### src/rtl/conv_pkg.sv
// conv_pkg: shared types, widths and the round/saturate helper for conv_mac.
//   pixel_t : unsigned output/input pixel
//   coef_t  : signed coefficient
//   prod_t  : signed per-tap product (pixel zero-extended to signed)
//   acc_t   : signed full-precision window sum (cannot overflow)
//   sat_round(acc_t) -> {sat flag, pixel_t}
package conv_pkg;

  localparam int unsigned CFG_PIXEL_W  = 8;
  localparam int unsigned CFG_KERNEL_N = 10;
  localparam int unsigned CFG_COEF_W   = 8;
  localparam int unsigned CFG_FRAC_W   = 4;
  localparam int unsigned CFG_SATCNT_W = 16;

  localparam int unsigned PROD_W = CFG_PIXEL_W + CFG_COEF_W + 1;
  localparam int unsigned ACC_W  = PROD_W + $clog2(CFG_KERNEL_N);

  typedef logic        [CFG_PIXEL_W-1:0] pixel_t;
  typedef logic signed [CFG_COEF_W-1:0]  coef_t;
  typedef logic signed [PROD_W-1:0]      prod_t;
  typedef logic signed [ACC_W-1:0]       acc_t;

  typedef struct packed {
    logic   sat;
    pixel_t pix;
  } sat_pix_t;

  // One guard bit above ACC_W keeps the rounding add from overflowing.
  localparam logic signed [ACC_W:0] ROUND_ADD =
    (CFG_FRAC_W > 0) ? (ACC_W+1)'(1 << (CFG_FRAC_W - 1)) : '0;
  localparam logic signed [ACC_W:0] PIX_MAX = (ACC_W+1)'((1 << CFG_PIXEL_W) - 1);

  // Round half up, arithmetic shift, clamp to the unsigned pixel range.
  function automatic sat_pix_t sat_round(input acc_t acc);
    logic signed [ACC_W:0] r;
    sat_pix_t              res;
    r = (ACC_W+1)'(acc) + ROUND_ADD;
    r = r >>> CFG_FRAC_W;
    if (r < 0) begin
      res.sat = 1'b1;
      res.pix = '0;
    end else if (r > PIX_MAX) begin
      res.sat = 1'b1;
      res.pix = '1;
    end else begin
      res.sat = 1'b0;
      res.pix = r[CFG_PIXEL_W-1:0];
    end
    return res;
  endfunction

endpackage

### src/rtl/conv_pipe_reg.sv
// conv_pipe_reg: one valid/ready pipeline register with W-bit payload.
//   in_valid_i/in_data_i/in_ready_o    : upstream handshake
//   out_valid_o/out_data_o/out_ready_i : downstream handshake
// Loads when empty or when the downstream side takes the current entry,
// so chained instances collapse bubbles. Payload holds while stalled.
module conv_pipe_reg #(
  parameter int unsigned W = 1
) (
  input  logic         clk_i,
  input  logic         rst_i,
  input  logic         in_valid_i,
  input  logic [W-1:0] in_data_i,
  output logic         in_ready_o,
  output logic         out_valid_o,
  output logic [W-1:0] out_data_o,
  input  logic         out_ready_i
);

  logic         valid_q, valid_d;
  logic [W-1:0] data_q, data_d;

  always_comb begin
    in_ready_o = !valid_q | out_ready_i;
    valid_d    = valid_q;
    data_d     = data_q;
    if (in_valid_i && in_ready_o) begin
      valid_d = 1'b1;
      data_d  = in_data_i;
    end else if (out_ready_i) begin
      valid_d = 1'b0;
    end
  end

  always_ff @(posedge clk_i or posedge rst_i) begin
    if (rst_i) begin
      valid_q <= 1'b0;
      data_q  <= '0;
    end else begin
      valid_q <= valid_d;
      data_q  <= data_d;
    end
  end

  assign out_valid_o = valid_q;
  assign out_data_o  = data_q;

endmodule

### src/rtl/conv_mac.sv
// conv_mac: 3-stage streaming multiply-accumulate after the conv window.
//   s_*   : window beat in (KERNEL_SIZE_N unsigned pixels), tuser=SOF, tlast=EOL
//   coef_i: signed coefficients, shadowed on each accepted tuser beat
//   m_*   : one rounded/saturated pixel out, sideband aligned
//   sat_cnt_o: saturated emitted pixels in the current frame
// Stages: S1 products, S2 sum, S3 round/saturate (drives m_* directly).
// Parameter overrides must track the conv_pkg CFG_* widths.
module conv_mac import conv_pkg::*; #(
  parameter int unsigned PIXEL_W       = conv_pkg::CFG_PIXEL_W,
  parameter int unsigned KERNEL_SIZE_N = conv_pkg::CFG_KERNEL_N,
  parameter int unsigned COEF_W        = conv_pkg::CFG_COEF_W,
  parameter int unsigned FRAC_W        = conv_pkg::CFG_FRAC_W,
  parameter int unsigned SATCNT_W      = conv_pkg::CFG_SATCNT_W
) (
  input  logic                              clk_i,
  input  logic                              rst_i,
  input  logic                              s_tvalid_i,
  input  logic [KERNEL_SIZE_N*PIXEL_W-1:0]  s_tdata_i,
  input  logic                              s_tuser_i,
  input  logic                              s_tlast_i,
  output logic                              s_tready_o,
  input  logic [KERNEL_SIZE_N*COEF_W-1:0]   coef_i,
  output logic                              m_tvalid_o,
  output logic [PIXEL_W-1:0]                m_tdata_o,
  output logic                              m_tuser_o,
  output logic                              m_tlast_o,
  input  logic                              m_tready_i,
  output logic [SATCNT_W-1:0]               sat_cnt_o
);

  localparam int unsigned S1_W = KERNEL_SIZE_N * PROD_W + 2;
  localparam int unsigned S2_W = ACC_W + 2;
  localparam int unsigned S3_W = PIXEL_W + 3;

  logic [KERNEL_SIZE_N*COEF_W-1:0] coef_q;
  logic [KERNEL_SIZE_N*COEF_W-1:0] coef_use;
  logic [KERNEL_SIZE_N*PROD_W-1:0] prod_vec;
  logic [SATCNT_W-1:0]             sat_cnt_q, sat_cnt_d;

  logic [S1_W-1:0] s1_d, s1_q;
  logic [S2_W-1:0] s2_d, s2_q;
  logic [S3_W-1:0] s3_d, s3_q;
  logic            v1, v2, rdy2, rdy3;
  logic            accept, emit;
  acc_t            acc_sum;
  sat_pix_t        rs;

  assign accept = s_tvalid_i & s_tready_o;
  assign emit   = m_tvalid_o & m_tready_i;

  // A tuser beat uses the incoming coefficients immediately; the shadow
  // only catches up at the edge, so the mux bypasses it for that beat.
  always_ff @(posedge clk_i or posedge rst_i) begin
    if (rst_i) begin
      coef_q <= '0;
    end else if (accept && s_tuser_i) begin
      coef_q <= coef_i;
    end
  end

  always_comb begin
    prod_t pix_ext;
    prod_t coef_ext;
    coef_use = s_tuser_i ? coef_i : coef_q;
    prod_vec = '0;
    for (int unsigned k = 0; k < KERNEL_SIZE_N; k++) begin
      pix_ext  = prod_t'($signed({1'b0, s_tdata_i[k*PIXEL_W +: PIXEL_W]}));
      coef_ext = prod_t'($signed(coef_use[k*COEF_W +: COEF_W]));
      prod_vec[k*PROD_W +: PROD_W] = pix_ext * coef_ext;
    end
  end

  assign s1_d = {s_tuser_i, s_tlast_i, prod_vec};

  always_comb begin
    acc_sum = '0;
    for (int unsigned k = 0; k < KERNEL_SIZE_N; k++) begin
      acc_sum = acc_sum + acc_t'(prod_t'(s1_q[k*PROD_W +: PROD_W]));
    end
  end

  assign s2_d = {s1_q[S1_W-1 -: 2], acc_sum};

  assign rs   = sat_round(acc_t'(s2_q[ACC_W-1:0]));
  assign s3_d = {s2_q[S2_W-1 -: 2], rs.sat, rs.pix};

  conv_pipe_reg #(.W(S1_W)) u_s1 (
    .clk_i      (clk_i),
    .rst_i      (rst_i),
    .in_valid_i (s_tvalid_i),
    .in_data_i  (s1_d),
    .in_ready_o (s_tready_o),
    .out_valid_o(v1),
    .out_data_o (s1_q),
    .out_ready_i(rdy2)
  );

  conv_pipe_reg #(.W(S2_W)) u_s2 (
    .clk_i      (clk_i),
    .rst_i      (rst_i),
    .in_valid_i (v1),
    .in_data_i  (s2_d),
    .in_ready_o (rdy2),
    .out_valid_o(v2),
    .out_data_o (s2_q),
    .out_ready_i(rdy3)
  );

  conv_pipe_reg #(.W(S3_W)) u_s3 (
    .clk_i      (clk_i),
    .rst_i      (rst_i),
    .in_valid_i (v2),
    .in_data_i  (s3_d),
    .in_ready_o (rdy3),
    .out_valid_o(m_tvalid_o),
    .out_data_o (s3_q),
    .out_ready_i(m_tready_i)
  );

  assign m_tdata_o = s3_q[PIXEL_W-1:0];
  assign m_tlast_o = s3_q[PIXEL_W+1];
  assign m_tuser_o = s3_q[PIXEL_W+2];

  // Frame start restarts the count with the tuser beat itself included.
  always_comb begin
    sat_cnt_d = sat_cnt_q;
    if (emit) begin
      if (m_tuser_o) begin
        sat_cnt_d = SATCNT_W'(s3_q[PIXEL_W]);
      end else if (s3_q[PIXEL_W] && (sat_cnt_q != '1)) begin
        sat_cnt_d = sat_cnt_q + 1'b1;
      end
    end
  end

  always_ff @(posedge clk_i or posedge rst_i) begin
    if (rst_i) begin
      sat_cnt_q <= '0;
    end else begin
      sat_cnt_q <= sat_cnt_d;
    end
  end

  assign sat_cnt_o = sat_cnt_q;

endmodule

### config.mk
export PLATFORM = sky130hd
export DESIGN_NAME = conv_mac
export DESIGN_NICKNAME = d
export VERILOG_FILES = /design/src/rtl/conv_pkg.sv /design/src/rtl/conv_pipe_reg.sv /design/src/rtl/conv_mac.sv
export SDC_FILE = /design/constraint.sdc
export NUM_CORES = 2
export LEC_CHECK = 0
export CORE_MARGIN = 3
export CORE_UTILIZATION = 35
export CTS_CLUSTER_DIAMETER = 50
export DETAILED_ROUTE_END_ITERATION = 10
export GPL_ROUTABILITY_DRIVEN = 0
export MAX_ROUTING_LAYER = met4
export SLEW_MARGIN = 20
export SYNTH_ARGS = -nofsm -noshare
export SYNTH_HDL_FRONTEND = slang
export SYNTH_SLANG_ARGS = --single-unit
### constraint.sdc
create_clock -name clk_i -period 13.6 [get_ports clk_i]
set_input_delay 4.08 -clock clk_i [delete_from_list [all_inputs] [get_ports clk_i]]
set_output_delay 4.08 -clock clk_i [all_outputs]
set_load 0.02 [all_outputs]
==> impl_results.md <==
- Count of different cell masters after synthesis: between 60 and 70
- Mean post-synth cell area: 9.60 µm²
- Worst hold-check path type: reg2reg
- Met2 WL: 42,300 µm
- Global-route wire length before repair: 150,000 µm
- DRC Markers: 0
- Die area: between 0.1 and 0.15 mm²
- Die Height: 335 µm
- Final hold vios: 0
- RSZ-0062 raised after global routing: false
- Worst-path clk slew: 0.06 ns
- Metal-1 WL: ~42,000 µm
- Post-CTS Hold Fix Bufs: 0
- Row Count: 120
- Largest cells by area after synthesis: fa_1 27%, dfrtp_1 20%, ha_1 15%
- Most common flop cell mapped by yosys: dfrtp_1
- Nets: about 5,300
- Vias/cell: 4.70
- CTS buffer count: 56
- Worst-path maximum fanout: 4
- Clock sink count: slightly above 300
- First-pass DRT Iterations: 5
- Post-DP HPWL: 73,500 µm
- Setup Crit Path Kind: in2out
- Setup ws final: around 4 ns
- CP required: around 9.5 ns
- Worst Setup Start Kind: primary input
- Sum Neg Setup Slack: 0 ns
- Synth Area in Adders: a little over two fifths
- Register area share after synthesis: 19.9%
- Yosys warnings: 0
- Crit. End Element: output pin
- Rel. slew slack: 29.6%
- Mux cell area share after synthesis: slightly below 5%
- Final min period: between 9 and 10 ns
- Met3 Routed Length: around 3200 µm
- Initial core utilization: 35.4%
- Drt total wl: between 80,000 and 90,000 µm
- Setup violators final: 0
- Via Count: 26,301
- Synthesis-to-layout area growth: 14.2%
- Postcts setup bufs: 0
- IO Count: just under 200
- CTS H-tree depth: 2
- Max Root-Sink Buffers: 3
- Fill cells: about 11,000
- Dpl ws: approximately 3.7 ns
- Die extent in x: around 340 µm
- Pin count of the biggest net entering global routing: 166
- Xor-xnor portion of the synthesized cell area: 3.19%
- Synth top area share: between 20% and 30%
- Worst-margin pin slew: ~1.1 ns
- Yosys reg bits: approximately 300
- Vias in the first global route: ~28,000
- Average wire per standard cell: approximately 16 µm
- Status: finished clean
- FFs w/ async S/R, synth: 100%
- Clock root cell: clkbuf_16
- Slew Viols, Final: 0
- CTS tree: done
- GRT Resource Usage Total: 17.1%
- Initial antenna violation count: 6
- Setup Skew: 0.0148 ns
- Post_cts resized: 0
- GRT overflow: 0
- Crit path arrival time: 5.48 ns
- Final Cycle Share: a little over two thirds
- Gate Count Post-Synth: between 3,000 and 4,000
- Yosys top cell by area: fa_1
- Worst-skew pair later-pin latency: around 0.64 ns
- FMAX: between 100 and 150 MHz
- Post-Syn Area: between 0.03 and 0.04 mm²
- Share of cells above drive strength 1: 8.02%
- Core Region: between 0.1 and 0.15 mm²
- Simple-Gate Fraction of Synth Area: 15.8%
- Net Count, Synth: between 5,000 and 6,000
- Compound-cell area share of the yosys netlist: under 10%
- Main combinational cell family by area after synthesis: adder cells
- Initial drt markers: about 1,300
- Max-cap viol count: 0
- Top Layer Used: met4
- Routed Antenna Nets: 0
- # port buffers: roughly 190
- Post-synth EDFFs: 0
## per-layer routing
metal  track usage, %  vias to the layer above
li1                 -                    12865
met5                -                        -
met3             2.14                      107
met1             23.1                    12964
met2             27.5                      365
met4             4.17                        0
## registers in the layout (all words and copies together) (netlist names)
signal,count
u_s1.out_valid_o,1
u_s2.out_valid_o,1
u_s2.out_data_o,20
u_s3.out_data_o,11
coef_q,80
u_s1.out_data_o,172
u_s3.out_valid_o,1
sat_cnt_o,16
## per-stage QoR
step | instances | utilization, % | hold slack, ns | instance area, µm²
floorplan | 3950 | - | 0.433 | 37900
global placement | 5487 | 38.6 | 0.452 | 41400
detailed placement | 5487 | 38.6 | 0.456 | 41400
CTS | 5591 | 40.4 | 0.480 | 43300
global route | 5596 | 40.4 | 0.502 | 43300
finish | 5596 | 40.4 | 0.474 | 43300
## cells in the final DEF, fill, tap and decap left out, drive strengths merged, types with 12 or more instances in the layout
cell type	instances
nor2	71
o21a	14
a31oi	14
nor2b	179
nand2	493
nand3b	15
or2	65
ha	454
o21ai	186
and2	173
clkdlybuf4s50	192
xor2	72
a21o	46
nand3	41
o31ai	12
mux2i	37
mux2	131
dfrtp	302
nor3	47
nand2b	58
fa	509
clkbuf	64
xnor2	66
a21oi	81
inv	739
or3	30
## cell families after synthesis
kind of cell    Yosys count
fa+ha+maj               963
flops                   302
xor+xnor                138
mux                     168
buf+inv                 787
simple gates           1190
compound gates          402
## critical path, cell delays in order
cell and delay, ns:
clkdlybuf4s50_1 0.44, nor2b_1 0.16, nand3_1 0.20, clkdlybuf4s50_1 0.60
## worst paths after layout
path	start	endpoint	slack [ns]	cells past startpoint
max	m_tready_i	s_tready_o	4.04	4
min	u_s1.out_data_o[171]	u_s1.out_data_o[171]	0.47	2
max reg2reg	u_s1.out_data_o[104]	u_s2.out_data_o[20]	8.34	16
min reg2reg	u_s1.out_data_o[171]	u_s1.out_data_o[171]	0.47	2
max in group asynchronous	rst_i	coef_q[62]	7.62	4
min in group asynchronous	rst_i	u_s3.out_data_o[9]	3.96	2
## layout make-up
cell class,instances,area (µm²),area share (%)
multi-input combinational,2861,27400,63.2
clock buffer,64,1480,3.43
clock inverter,40,389,0.899
tap,1403,1760,4.06
inverter,718,2700,6.24
sequential,302,7560,17.5
timing repair buffer,203,2020,4.66
antenna,5,12.5,0.0289
## cell usage after synthesis (2+ instances only)
| cell | count |
|---|---|
| nand2_1 | 493 |
| a31oi_1 | 14 |
| fa_1 | 509 |
| xnor2_1 | 66 |
| nor2b_1 | 179 |
| and2_1 | 173 |
| a21o_1 | 46 |
| or3_1 | 30 |
| xor2_1 | 72 |
| and4_1 | 3 |
| mux2i_1 | 37 |
| a211oi_1 | 2 |
| o21a_1 | 14 |
| a21boi_0 | 3 |
| nand3b_1 | 15 |
| o21ai_0 | 179 |
| nand4_1 | 7 |
| nand2b_1 | 58 |
| inv_1 | 718 |
| clkbuf_1 | 48 |
| a21oi_1 | 80 |
| o211ai_1 | 3 |
| a31o_2 | 10 |
| buf_2 | 10 |
| nand3_1 | 40 |
| nor2_1 | 70 |
| dfrtp_1 | 302 |
| or2_2 | 65 |
| and3_1 | 3 |
| buf_1 | 3 |
| o41ai_1 | 4 |
| nor3_1 | 46 |
| mux2_2 | 131 |
| o21bai_1 | 7 |
| o31ai_1 | 12 |
| buf_4 | 8 |
| ha_1 | 454 |
| a41oi_1 | 7 |
| o21ai_1 | 6 |
Power is not shown: default switching activity piles up to over one toggle a cycle in this logic, so the estimate is an artifact.
